<file path="src/rtl/ternary_line_packer_pkg.sv">
// ternary_pkg -- shared definitions for the ternary line packer.
//
// Holds the 2-bit trit encodings, the default line length and the FSM state
// type, plus a helper that maps any incoming code onto a storable trit.
//
// Optional feature macro used by the packer: TERNARY_PACKER_ILLEGAL_CNT_EN.

package ternary_pkg;

  localparam logic [1:0] TRIT_ZERO    = 2'b00;
  localparam logic [1:0] TRIT_POS     = 2'b01;
  localparam logic [1:0] TRIT_NEG     = 2'b10;
  localparam logic [1:0] TRIT_ILLEGAL = 2'b11;

  localparam int TRITS_PER_LINE_DEFAULT = 20;

  typedef enum logic [1:0] {
    IDLE = 2'd0,
    FILL = 2'd1,
    DONE = 2'd2
  } state_t;

  // The illegal code has no meaning in dense storage, so it is kept as zero.
  function automatic logic [1:0] cleanTrit(input logic [1:0] code);
    logic [1:0] result;
    case (code)
      TRIT_POS: result = TRIT_POS;
      TRIT_NEG: result = TRIT_NEG;
      default:  result = TRIT_ZERO;
    endcase
    return result;
  endfunction

endpackage

</file>
<file path="src/rtl/ternary_line_packer.sv">
// ternary_line_packer -- packs a stream of 2-bit trits into dense SRAM lines.
//
// Trits arriving on the s_* handshake are assembled into a line of
// TRITS_PER_LINE slots. A line is emitted as a one-cycle write (wr_en,
// wr_addr, wr_trits) when it fills or when the stream ends with s_last.
// Consecutive lines go to consecutive addresses starting at base_addr.
//
// Ports
//   clk, reset       : clock, asynchronous active-high reset
//   start, base_addr : begin a stream at the given line address (IDLE/DONE only)
//   s_valid, s_trit,
//   s_last, s_ready  : trit stream input handshake
//   wr_en, wr_addr,
//   wr_trits         : dense SRAM write port
//   busy, done       : FSM status (FILL / DONE)
//   lines_written    : lines written since the last start, saturating
//   err_cnt          : count of illegal trit codes accepted
//
// Build option: define TERNARY_PACKER_ILLEGAL_CNT_EN to enable err_cnt;
// otherwise err_cnt is tied to zero.

module ternary_line_packer
  import ternary_pkg::*;
#(
  parameter int ADDR_WIDTH     = 12,
  parameter int TRITS_PER_LINE = TRITS_PER_LINE_DEFAULT
) (
  input  logic                        clk,
  input  logic                        reset,
  input  logic                        start,
  input  logic [ADDR_WIDTH-1:0]       base_addr,
  input  logic                        s_valid,
  input  logic [1:0]                  s_trit,
  input  logic                        s_last,
  output logic                        s_ready,
  output logic                        wr_en,
  output logic [ADDR_WIDTH-1:0]       wr_addr,
  output logic [2*TRITS_PER_LINE-1:0] wr_trits,
  output logic                        busy,
  output logic                        done,
  output logic [ADDR_WIDTH:0]         lines_written,
  output logic [15:0]                 err_cnt
);

  localparam int IDX_W = (TRITS_PER_LINE > 1) ? $clog2(TRITS_PER_LINE) : 1;
  localparam logic [IDX_W-1:0]    LAST_IDX  = IDX_W'(TRITS_PER_LINE - 1);
  localparam logic [ADDR_WIDTH:0] LINES_MAX = {1'b1, {ADDR_WIDTH{1'b0}}};

  state_t                      state_q, state_d;
  logic [IDX_W-1:0]            idx_q;
  logic [2*TRITS_PER_LINE-1:0] asm_q, asm_d;
  logic [2*TRITS_PER_LINE-1:0] wr_trits_q;
  logic [ADDR_WIDTH-1:0]       base_q;
  logic [ADDR_WIDTH:0]         lines_q;
  logic                        wr_en_q;

  logic startTake;
  logic accept;
  logic flush;

  assign startTake = start && (state_q != FILL);
  assign accept    = s_valid && (state_q == FILL);
  assign flush     = accept && ((idx_q == LAST_IDX) || s_last);

  // State register
  always_ff @(posedge clk or posedge reset) begin
    if (reset) begin
      state_q <= IDLE;
    end else begin
      state_q <= state_d;
    end
  end

  // Next-state logic
  always_comb begin
    state_d = state_q;
    unique case (state_q)
      IDLE:    if (start) state_d = FILL;
      FILL:    if (accept && s_last) state_d = DONE;
      DONE:    if (start) state_d = FILL;
      default: state_d = IDLE;
    endcase
  end

  // Status outputs depend on the state alone, so s_ready never waits on s_valid
  always_comb begin
    s_ready = (state_q == FILL);
    busy    = (state_q == FILL);
    done    = (state_q == DONE);
  end

  // Assembly register with the incoming trit dropped into the current slot;
  // this is both the next assembly value and the line emitted on a flush
  always_comb begin
    asm_d = asm_q;
    asm_d[2*int'(idx_q) +: 2] = cleanTrit(s_trit);
  end

  // Line assembly, write strobe and line counting. Because the assembly
  // register is zeroed on every flush, slots beyond a short final line are
  // already zero when it is copied out.
  always_ff @(posedge clk or posedge reset) begin
    if (reset) begin
      idx_q      <= '0;
      asm_q      <= '0;
      wr_trits_q <= '0;
      base_q     <= '0;
      lines_q    <= '0;
      wr_en_q    <= 1'b0;
    end else begin
      wr_en_q <= flush;
      if (startTake) begin
        base_q  <= base_addr;
        idx_q   <= '0;
        asm_q   <= '0;
        lines_q <= '0;
      end else begin
        if (wr_en_q && (lines_q != LINES_MAX)) begin
          lines_q <= lines_q + 1'b1;
        end
        if (flush) begin
          wr_trits_q <= asm_d;
          asm_q      <= '0;
          idx_q      <= '0;
        end else if (accept) begin
          asm_q <= asm_d;
          idx_q <= idx_q + 1'b1;
        end
      end
    end
  end

  // lines_written only advances after the strobe cycle, so during wr_en it
  // still indexes the line being written; the sum wraps at the address width
  assign wr_addr       = base_q + lines_q[ADDR_WIDTH-1:0];
  assign wr_en         = wr_en_q;
  assign wr_trits      = wr_trits_q;
  assign lines_written = lines_q;

`ifdef TERNARY_PACKER_ILLEGAL_CNT_EN
  logic [15:0] err_q;

  // Saturating count of illegal codes accepted since the last start
  always_ff @(posedge clk or posedge reset) begin
    if (reset) begin
      err_q <= '0;
    end else if (startTake) begin
      err_q <= '0;
    end else if (accept && (s_trit == TRIT_ILLEGAL) && (err_q != 16'hFFFF)) begin
      err_q <= err_q + 16'd1;
    end
  end

  assign err_cnt = err_q;
`else
  assign err_cnt = 16'd0;
`endif

endmodule
</file>
<file path="config.mk">
export PLATFORM = sky130hd
export DESIGN_NAME = ternary_line_packer
export DESIGN_NICKNAME = d
export VERILOG_FILES = /design/src/rtl/ternary_line_packer_pkg.sv /design/src/rtl/ternary_line_packer.sv
export SDC_FILE = /design/constraint.sdc
export NUM_CORES = 1
export LEC_CHECK = 0
export BUFFER_PORTS_ARGS = -buffer_cell sky130_fd_sc_hd__buf_2
export CAP_MARGIN = 10
export CORE_UTILIZATION = 35
export DETAILED_ROUTE_END_ITERATION = 8
export HOLD_SLACK_MARGIN = 0.12
export PLACE_DENSITY = 0.55
export SLEW_MARGIN = 20
export SYNTH_ARGS = -nofsm -noshare
export SYNTH_HDL_FRONTEND = slang
export SYNTH_SLANG_ARGS = --single-unit
</file>
<file path="constraint.sdc">
create_clock -name clk -period 3.69 [get_ports clk]
set_clock_uncertainty 0.05 [all_clocks]
set_input_delay 0.369 -clock clk [delete_from_list [all_inputs] [get_ports clk]]
set_output_delay 0.369 -clock clk [all_outputs]
set_load 0.01 [all_outputs]
</file>
==> results.ini, run 1 <==
[outcome]
outcome = complete, no violations

[global_route]
grt_pass1_wl_mm = 24.7
grt_pass1_vias = 4577
gr-total-overflow = 0
grt_max_degree = 84
grt_antenna_before_repair = 0
grt_use_total = 0.182

[timing]
tns_ns = 0
tightest_slew_ns = 0.751
slew_viol_final = 0
min_period_over_period = 0.874
max_freq_ghz = 0.310
finalSetupViolCount = 0
hold_viol = 0
rsz0062_at_grt = false
timing.final.crit_period_ns = 3.23
relSlewSlack = 0.500

[routing]
drt_wl_total_mm = 15.0
drt-vias-per-instance = 5.22
routedWlPerCell_um = 16.7
drtIter0Drc = 230
ant_nets = 0
drc = 0
first_pass_iters = 4
via_count = 4698

[critical_path]
end_kind = flop
crit_fanout = 10
worstPathRequired_ns = 3.94
cp_slowest_cell = o41ai_4
path_cells = inv_1 > ha_1 > and2_1 > ha_1 > nand3b_1 > o41ai_4 > and4_1 > o21ai_0 > a32o_1
critPathTopFamily = compound AO/OA/AOI/OAI gates
cpPeakStageDelay_ns = 0.58
path_common_cell = ha_1
r2r-start = idx_q[1]$_DFFE_PP0P_
crit_buf_inv = 1
cp.arrival_ns = 3.48
startpoint = idx_q[1]$_DFFE_PP0P_
start_kind = flop
worst-setup-path-type = reg2reg

[logic_synthesis]
syn-instance-count = 579
ys_warn_count = 0
ys.flop_type = dfrtp_1
synth.top_cells.by_count = dfrtp_1 (113), nand2_1 (54), nor2_1 (45)
yosysMostFrequentCell = dfrtp_1
synth.distinct_cells = 58
netlist.area_leader.share = 0.477
netlist_area_mm2 = 0.00593
synth_largest_area_cell = dfrtp_1
ys_async_sr_fraction = 1.00
syn_avg_cell_area_um2 = 10.2
synth_seq_area_share = 0.477
ys_ff_latch = 113
yosys-top-cells-area = dfrtp_1 (48%), nand2_1 (3.4%), ha_1 (3.4%)
synth_edf_count = 0

[cells_and_area]
stdcell_count = 900
antenna_cells = 0
synthToLayoutAreaGrowth_pct = 20.2
nNetsFinal = 703
drive_gt1_frac = 0.241

[die]
die_x_um = 132
io_pins = 104
die_area_mm2 = 0.0175
die_y_um = 132
core_area_mm2 = 0.0166
rows = 47
initial_core_util = 0.357

[cts]
cts-htree-levels = 4
numCtsBuffers = 17
cts_tree = built
cts_setup_buffers = 0
cts_root_buf = clkbuf_16
clk_latency_ns = 0.41
clk_path_buf_depth = 2
clock_sinks = 113
clk_pin_slew_ns = 0.05

[pwr]
ir_drop_uv = 381
finalPower_w = 0.00442
power.leakage_nw = 3.40
powerDensity_mw_per_mm2 = 621
p_switching_w = 0.00149
power_frac_clock = 0.375
swShare = 0.336
combPwrFrac = 0.302
internal_power_w = 0.00294
sequentialPowerShare = 0.323

[hold_path]
min_path_type = in2async

[placement]
dp.cells = 866
hpwl_mm = 10.3
io_buffer_count = 87
gp_congestion = 0.842

[flow_run]
cap_violations = 0

-- state kept, by name (all words and copies together), names as in the netlist --
signal	flops
asm_q	40
wr_trits	40
lines_written	13
base_q	12
idx_q	5
state_q	2
wr_en	1
-- cells in the final DEF (no fill, tap or decap), types with 4 or more instances in the layout --
master and count:
dfrtp_1 113, buf_2 87, nand2_1 54, nor2_1 44, nand3_1 25, o2bb2ai_1 20, o21ai_0 19, a221o_1 18
o211ai_1 18, inv_1 17, clkbuf_16 17, ha_1 16, conb_1 16, xnor2_1 14, a21o_1 14, a21oi_1 14
buf_4 14, xor2_1 13, nor3_1 11, mux2_2 11, a22o_1 9, and3_1 8, o22ai_1 6, nor3b_1 6
a32o_1 6, nand2b_1 5, and2_1 5, nor2b_1 5, nand4_1 5, clkinv_2 5, o21ai_1 4
-- power by group through the flow --
stage          logic [W]  clock network [W]  registers (W)
2_1_floorplan   0.000979                  0        0.00143
3_3_place_gp     0.00132                  0        0.00144
3_5_place_dp     0.00134                  0        0.00145
4_1_cts          0.00135            0.00169        0.00143
5_1_grt          0.00148            0.00175        0.00145
6_report         0.00134            0.00166        0.00143
-- logic make-up after synthesis --
kind of cell,count (synthesis),share of synthesized area
buffers and inverters,67,0.0631
and+or+nand+nor,195,0.168
other,1,0.000633
DFF,113,0.477
muxes,11,0.0209
xor gates and xnor gates,27,0.0399
adders and majority gates,17,0.0372
AOI/OAI and AO/OA,148,0.193
-- timing repair --
action | in CTS | in global routing
hold endpoints to repair | 2 | 0
hold buffers | 2 | 0
resized for setup | 0 | 0
endpoints found under the setup margin | 0 | 0
-- metal layers --
metal  vias up  global-route usage  wire [um]
li1       2268                   -          -
met1      2288               0.240       6910
met2       128               0.292       7100
met3        14              0.0396        783
met4         0              0.0691        216
met5         -                   0          0
-- final timing paths --
check                                      endpoint  slack (ns)  cells past startpoint
setup reg to reg              asm_q[30]$_DFFE_PP0P_        0.46                      9
hold reg to reg             wr_trits[1]$_DFFE_PP0P_        0.42                      2
max in group asynchronous  wr_trits[27]$_DFFE_PP0P_        2.79                      3
hold / removal                asm_q[13]$_DFFE_PP0P_        0.04                      2
min in group clk              base_q[8]$_DFFE_PP0P_        0.14                      2
setup / recovery              asm_q[30]$_DFFE_PP0P_        0.46                      9
-- final cells by class --
| class | instances | area [um2] |
|---|---|---|
| fillers | 1615 | 9460 |
| flip-flops and latches | 113 | 2830 |
| multi-input cells | 414 | 2780 |
| repair buffers | 103 | 561 |
| clock buffers | 18 | 439 |
| well taps | 220 | 275 |
| clock inverters | 14 | 164 |
| inverters | 18 | 72.6 |
-- through the flow --
stage / setup slack, ns / hold WS (ns) / cell area (um2) / utilization
floorplan: 0.284 / 0.398 / 5980 / -
global placement: 0.576 / 0.415 / 6500 / 0.392
detailed placement: 0.494 / 0.415 / 6500 / 0.392
CTS: 0.490 / 0.120 / 7120 / 0.429
global route: 0.271 / 0.122 / 7120 / 0.430
finish: 0.463 / 0.0433 / 7120 / 0.430
No activity file was read; power rests on OpenSTA's default activity.
==> run 2: changes to the inputs <==
Settings changed: CORE_MARGIN set to 1, CTS_BUF_LIST set to sky130_fd_sc_hd__clkbuf_8 sky130_fd_sc_hd__clkbuf_16.
Clock period 3.69 ns to 3 ns, I/O delays scaled along.
==> run 2 against run 1 <==
Cell area rose by 2.7%. Register-to-register slack got worse by 0.15 ns. Sequential power rose by 22%. Via count rose by 2.0%. Wire length rose by 1.6%. Flip-flop and latch count did not move. Largest power group unchanged. First-iteration DRC count rose by 3.0%. Combinational power rose by 27%. Final cell count rose by 1.9%. Critical path depth fell by 2. Worst hold slack improved by 0.15 ns. Worst setup slack got worse by 0.25 ns.
==> results.ini, run 2 (same netlist as run 1, synthesis figures left out) <==
[critical_path]
start_kind = flop  ; unchanged
reg2regPathDepth = 9  ; unchanged
crit_fanout = 7  ; was 10
r2r-start = idx_q[0]$_DFFE_PP0P_  ; was idx_q[1]$_DFFE_PP0P_
worstPathRequired_ns = 2.65  ; was 3.94 ns
cp_slowest_cell = dfrtp_1  ; was o41ai_4
cp.arrival_ns = 2.44  ; was 3.48 ns
cpPeakStageDelay_ns = 0.46  ; was 0.58 ns
crit_buf_inv = 1  ; unchanged
reg2reg_to = asm_q[31]$_DFFE_PP0P_  ; was asm_q[30]$_DFFE_PP0P_
end_kind = output port  ; was flop
worst-setup-path-type = reg2out  ; was reg2reg
path_cells = ha_1 > o21ai_0 > a22oi_1 > a31o_2 > a21oi_1 > xnor2_1 > buf_2  ; was inv_1 > ha_1 > and2_1 > ha_1 > nand3b_1 > o41ai_4 > and4_1 > o21ai_0 > a32o_1
rrSetupSlack_ns = 0.31  ; was 0.46 ns
critPathTopFamily = compound AO/OA/AOI/OAI gates  ; unchanged

[timing]
rsz0062_at_grt = false  ; unchanged
timing.final.crit_period_ns = 2.79
tns_ns = 0  ; unchanged
finalSetupViolCount = 0  ; unchanged
relSlewSlack = 0.540  ; was 0.500
fin_hold_ws_ns = 0.191  ; was 0.0433 ns
worst_slack_ns = 0.213  ; was 0.463 ns
slew_viol_final = 0  ; unchanged
hold_viol = 0  ; unchanged
min_period_over_period = 0.929
max_freq_ghz = 0.359
tightest_slew_ns = 0.689  ; was 0.751 ns

[pwr]
ir_drop_uv = 469  ; was 381 uV
internal_power_w = 0.00374  ; was 0.00294 W
power_frac_clock = 0.380  ; was 0.375
sequentialPowerShare = 0.315  ; was 0.323
powerDensity_mw_per_mm2 = 759  ; was 621 mW/mm2
combPwrFrac = 0.306  ; was 0.302
p_switching_w = 0.00181  ; was 0.00149 W
power.leakage_nw = 3.50  ; was 3.40 nW
finalPower_w = 0.00555  ; was 0.00442 W
swShare = 0.326  ; was 0.336

[cells_and_area]
synthToLayoutAreaGrowth_pct = 23.5  ; was 20.2%
nNetsFinal = 721  ; was 703
stdcell_count = 917  ; was 900
layout_common_cells = dfrtp_1 (113), buf_2 (87), nand2_1 (54)  ; unchanged
final_common_cell = dfrtp_1  ; unchanged
fill_cells = 1599  ; was 1615
antenna_cells = 0  ; unchanged
drive_gt1_frac = 0.244  ; was 0.241

[hold_path]
min_from = s_valid
min_path_type = in2reg  ; was in2async
hold_path_end = state_q[0]$_DFFE_PP0P_
whs_path_depth = 4

[die]
die_area_mm2 = 0.0175  ; unchanged
rows = 47  ; unchanged
die_y_um = 132  ; unchanged
initial_core_util = 0.357  ; unchanged
die_x_um = 132  ; unchanged
io_pins = 104  ; unchanged
core_area_mm2 = 0.0166  ; unchanged

[placement]
io_buffer_count = 87  ; unchanged
gp_congestion = 0.864  ; was 0.842
place_ws_ns = 0.361  ; was 0.494 ns
hpwl_mm = 10.5  ; was 10.3 mm
dp.cells = 873  ; was 866

[cts]
clk_path_buf_depth = 2  ; unchanged
cts_root_buf = clkbuf_16  ; unchanged
cts_tree = built  ; unchanged
cts-htree-levels = 4  ; unchanged
numCtsBuffers = 17  ; unchanged
clk_latency_ns = 0.41  ; about the same
clock_sinks = 113  ; unchanged
clk_pin_slew_ns = 0.06  ; was 0.05 ns
cts_setup_buffers = 0  ; unchanged

[global_route]
gr-total-overflow = 0  ; unchanged
grt_pass1_vias = 4762  ; was 4577
grt_antenna_before_repair = 0  ; unchanged
grt_max_degree = 81  ; was 84
grt_use_total = 0.184  ; was 0.182
grt_pass1_wl_mm = 25.0  ; was 24.7 mm

[routing]
routedWlPerCell_um = 16.6  ; was 16.7 um
drtIter0Drc = 237  ; was 230
drt-vias-per-instance = 5.23  ; was 5.22
drc = 0  ; unchanged
first_pass_iters = 4  ; unchanged
ant_nets = 0  ; unchanged
drt_wl_total_mm = 15.2  ; was 15.0 mm
via_count = 4794  ; was 4698

[outcome]
outcome = complete, no violations  ; unchanged

[flow_run]
cap_violations = 0  ; unchanged

-- run 2: worst max path at each step --
stage                            startpoint               endpoint  slack (ns)  depth (start not counted)
2_1_floorplan          idx_q[1]$_DFFE_PP0P_  asm_q[30]$_DFFE_PP0P_        0.25                         12
5_1_grt        lines_written[4]$_DFFE_PP0P_            wr_addr[10]        0.07                          7
4_1_cts        lines_written[3]$_DFFE_PP0P_            wr_addr[10]        0.10                          7
6_report       lines_written[4]$_DFFE_PP0P_            wr_addr[10]        0.21                          7
3_3_place_gp           idx_q[0]$_DFFE_PP0P_  asm_q[30]$_DFFE_PP0P_        0.40                          9
3_5_place_dp           idx_q[0]$_DFFE_PP0P_  asm_q[31]$_DFFE_PP0P_        0.36                          9
-- run 2: layout make-up --
| class | count | area [um2] | area share |
|---|---|---|---|
| sequential | 113 | 2830 | 0.386 |
| multi-input combinational | 414 | 2790 | 0.381 |
| timing repair buffer | 121 | 736 | 0.101 |
| clock buffer | 19 | 453 | 0.0619 |
| tap | 220 | 275 | 0.0376 |
| clock inverter | 12 | 165 | 0.0226 |
| inverter | 18 | 71.3 | 0.00975 |
-- run 2: repair_timing --
action | CTS | global route
hold endpoints to repair | 39 | 0
hold buffers | 13 | 0
endpoints found under the setup margin | 0 | 2
gates resized for setup | 0 | 2
-- run 2: through the flow --
stage | utilization | instance area, um2
after floorplan | - | 5990
after global placement | 0.396 | 6560
after detailed placement | 0.396 | 6560
after CTS | 0.441 | 7310
after global routing | 0.441 | 7320
final | 0.441 | 7320
-- run 2: layer usage --
metal	track usage	share of wire	routed length [um]
met3	0.0500	0.047	716
met1	0.245	0.46	7090
met2	0.291	0.47	7240
met5	0	0	0
met4	0.0536	0.013	203
-- run 2: worst min-delay path: stages --
cell and delay [ns]:
buf_2 0.10, a21oi_1 0.06, nand2_1 0.05, o21ai_0 0.08
-- run 2: power groups by stage --
stage               Clock, W  Combinational, W  Sequential [W]
floorplan                  0           0.00120         0.00176
global placement           0           0.00166         0.00176
detailed placement         0           0.00167         0.00178
CTS                  0.00215           0.00170         0.00175
global route         0.00222           0.00187         0.00177
finish               0.00211           0.00170         0.00175
==> run 3: changes to the inputs <==
Settings changed: CTS_BUF_LIST sky130_fd_sc_hd__clkbuf_8 sky130_fd_sc_hd__clkbuf_16 to sky130_fd_sc_hd__clkbuf_8.
==> run 3 against run 2 <==
Die area unchanged. Global-route usage is 0.13 points lower. Worst setup slack got worse by 0.031 ns. Clock-buffer cell count did not move. First-iteration DRC count rose by 4.6%. Fmax shrank 1.1%. Flip-flop and latch count unchanged. Final cell count is the same. Clock power fell by 27%. Core utilization is 1.2 points lower. Sequential share of layout area up 1.0 points. Critical endpoint unchanged. Highest routed layer unchanged.
==> results.ini, run 3 (same netlist as run 1, synthesis figures left out) <==
[outcome]
outcome = complete, no violations  ; unchanged

[pwr]
ir_drop_uv = 389  ; was 469 uV
power.leakage_nw = 3.41  ; was 3.50 nW
combPwrFrac = 0.340  ; was 0.306
p_switching_w = 0.00173  ; was 0.00181 W
internal_power_w = 0.00326  ; was 0.00374 W
swShare = 0.347  ; was 0.326
sequentialPowerShare = 0.350  ; was 0.315
powerDensity_mw_per_mm2 = 700  ; was 759 mW/mm2
power_frac_clock = 0.310  ; was 0.380

[timing]
min_period_over_period = 0.939  ; was 0.929
tightest_slew_ns = 0.684  ; was 0.689 ns
hold_viol = 0  ; unchanged
relSlewSlack = 0.543  ; was 0.540
fin_hold_ws_ns = 0.162  ; was 0.191 ns
timing.final.crit_period_ns = 2.82  ; was 2.79 ns
rsz0062_at_grt = false  ; unchanged
tns_ns = 0  ; unchanged
slew_viol_final = 0  ; unchanged
finalSetupViolCount = 0  ; unchanged
max_freq_ghz = 0.355  ; was 0.359 GHz

[critical_path]
r2r-start = idx_q[0]$_DFFE_PP0P_  ; unchanged
worstPathRequired_ns = 2.65  ; about the same
reg2reg_to = asm_q[31]$_DFFE_PP0P_  ; unchanged
start_kind = flop  ; unchanged
end_kind = output port  ; unchanged
cp.arrival_ns = 2.47  ; was 2.44 ns
crit_fanout = 7  ; unchanged
worst-setup-path-type = reg2out  ; unchanged
rrSetupSlack_ns = 0.34  ; was 0.31 ns
reg2regPathDepth = 9  ; unchanged

[cts]
clk_path_buf_depth = 2  ; unchanged
cts-htree-levels = 4  ; unchanged
clock_sinks = 113  ; unchanged
numCtsBuffers = 17  ; unchanged
clk_latency_ns = 0.44  ; was 0.41 ns
clk_pin_slew_ns = 0.07  ; was 0.06 ns
cts_tree = built  ; unchanged
cts_root_buf = clkbuf_8  ; was clkbuf_16
cts_setup_buffers = 0  ; unchanged

[global_route]
use_met1 = 0.241  ; was 0.245
grt_use_total = 0.182  ; was 0.184
grt_pass1_vias = 4743  ; was 4762
grtUsageMet2 = 0.292  ; was 0.291
gr-total-overflow = 0  ; unchanged
grt_antenna_before_repair = 0  ; unchanged
grt_max_degree = 81  ; unchanged
grt_util_met3 = 0.0477  ; was 0.0500
grt_pass1_wl_mm = 24.8  ; was 25.0 mm
grt-busiest-layer = met2  ; unchanged

[cells_and_area]
nNetsFinal = 721  ; unchanged
synthToLayoutAreaGrowth_pct = 20.2  ; was 23.5%
antenna_cells = 0  ; unchanged
drive_gt1_frac = 0.244  ; unchanged
final_common_cell = dfrtp_1  ; unchanged
layout_common_cells = dfrtp_1 (113), buf_2 (87), nand2_1 (54)  ; unchanged

[die]
core_area_mm2 = 0.0166  ; unchanged
die_x_um = 132  ; unchanged
die_area_mm2 = 0.0175  ; unchanged
io_pins = 104  ; unchanged
rows = 47  ; unchanged
initial_core_util = 0.357  ; unchanged
die_y_um = 132  ; unchanged

[routing]
drtIter0Drc = 248  ; was 237
routedWlPerCell_um = 16.5  ; was 16.6 um
via_count = 4800  ; was 4794
drt_wl_total_mm = 15.2  ; about the same
first_pass_iters = 4  ; unchanged
drc = 0  ; unchanged
ant_nets = 0  ; unchanged
drt-vias-per-instance = 5.23  ; about the same

[flow_run]
cap_violations = 0  ; unchanged

[hold_path]
whs_path_depth = 2  ; was 4
min_path_type = in2reg  ; unchanged
min_from = s_last  ; was s_valid
hold_path_end = state_q[1]$_DFFE_PP0P_  ; was state_q[0]$_DFFE_PP0P_

[placement]
hpwl_mm = 10.5  ; unchanged
io_buffer_count = 87  ; unchanged
gp_congestion = 0.864  ; unchanged

## run 3: cell count changes in the layout (fill, tap and decap cells not counted)
cell | previous run | this run
clkbuf_16 | 17 | 0
clkbuf_8 | 2 | 19
## run 3: worst max-delay path by stage
stage	from	end	slack, ns	cells after the start
3_3_place_gp	idx_q[0]$_DFFE_PP0P_	asm_q[30]$_DFFE_PP0P_	0.40	9
4_1_cts	lines_written[3]$_DFFE_PP0P_	wr_addr[10]	0.07	7
6_report	lines_written[4]$_DFFE_PP0P_	wr_addr[10]	0.18	7
5_1_grt	lines_written[4]$_DFFE_PP0P_	wr_addr[10]	0.03	7
2_1_floorplan	idx_q[1]$_DFFE_PP0P_	asm_q[30]$_DFFE_PP0P_	0.25	12
3_5_place_dp	idx_q[0]$_DFFE_PP0P_	asm_q[31]$_DFFE_PP0P_	0.36	9
## run 3: per-stage QoR
stage / instance area, um2 / cells / worst slack [ns] / total power (W) / utilization
floorplan: 5990 / 594 / 0.251 / 0.00297 / -
global placement: 6560 / 873 / 0.395 / 0.00342 / 0.396
detailed placement: 6560 / 873 / 0.361 / 0.00345 / 0.396
CTS: 7120 / 917 / 0.0672 / 0.00503 / 0.429
global route: 7130 / 917 / 0.0253 / 0.00529 / 0.430
finish: 7130 / 917 / 0.182 / 0.00499 / 0.430
## run 3: layout make-up
class                   count  area (um2)
multi-input cells         414        2790
inverters                  18        71.3
well taps                 220         275
fillers                  1624        9460
clock inverters            12         165
clock buffers              19         262
repair buffers            121         736
flip-flops and latches    113        2830
## run 3: power by group through the flow
| stage | Clock [W] | Combinational [W] | Sequential (W) |
|---|---|---|---|
| 2_1_floorplan | 0 | 0.00120 | 0.00176 |
| 3_3_place_gp | 0 | 0.00166 | 0.00176 |
| 4_1_cts | 0.00159 | 0.00169 | 0.00175 |
| 3_5_place_dp | 0 | 0.00167 | 0.00178 |
| 5_1_grt | 0.00166 | 0.00186 | 0.00177 |
| 6_report | 0.00155 | 0.00170 | 0.00174 |
## run 3: metal layers
metal  routed length, um  vias to the layer above
met5                   0                        -
met4                 200                        0
met3                 726                       15
met2                7230                      124
met1                7000                     2368
li1                    -                     2293
## run 3: what timing repair did
item                                    CTS  global route
endpoints found under the setup margin    0             3
hold buffers                             13             0
hold endpoints to repair                 39             0
resized for setup                         0             2
## run 3: critical path, stage by stage, from the launching register on
cell     delay, ns
dfrtp_1       0.46
ha_1          0.37
o21ai_0       0.32
a22oi_1       0.15
a31o_2        0.27
a21oi_1       0.18
xnor2_1       0.13
buf_2         0.14
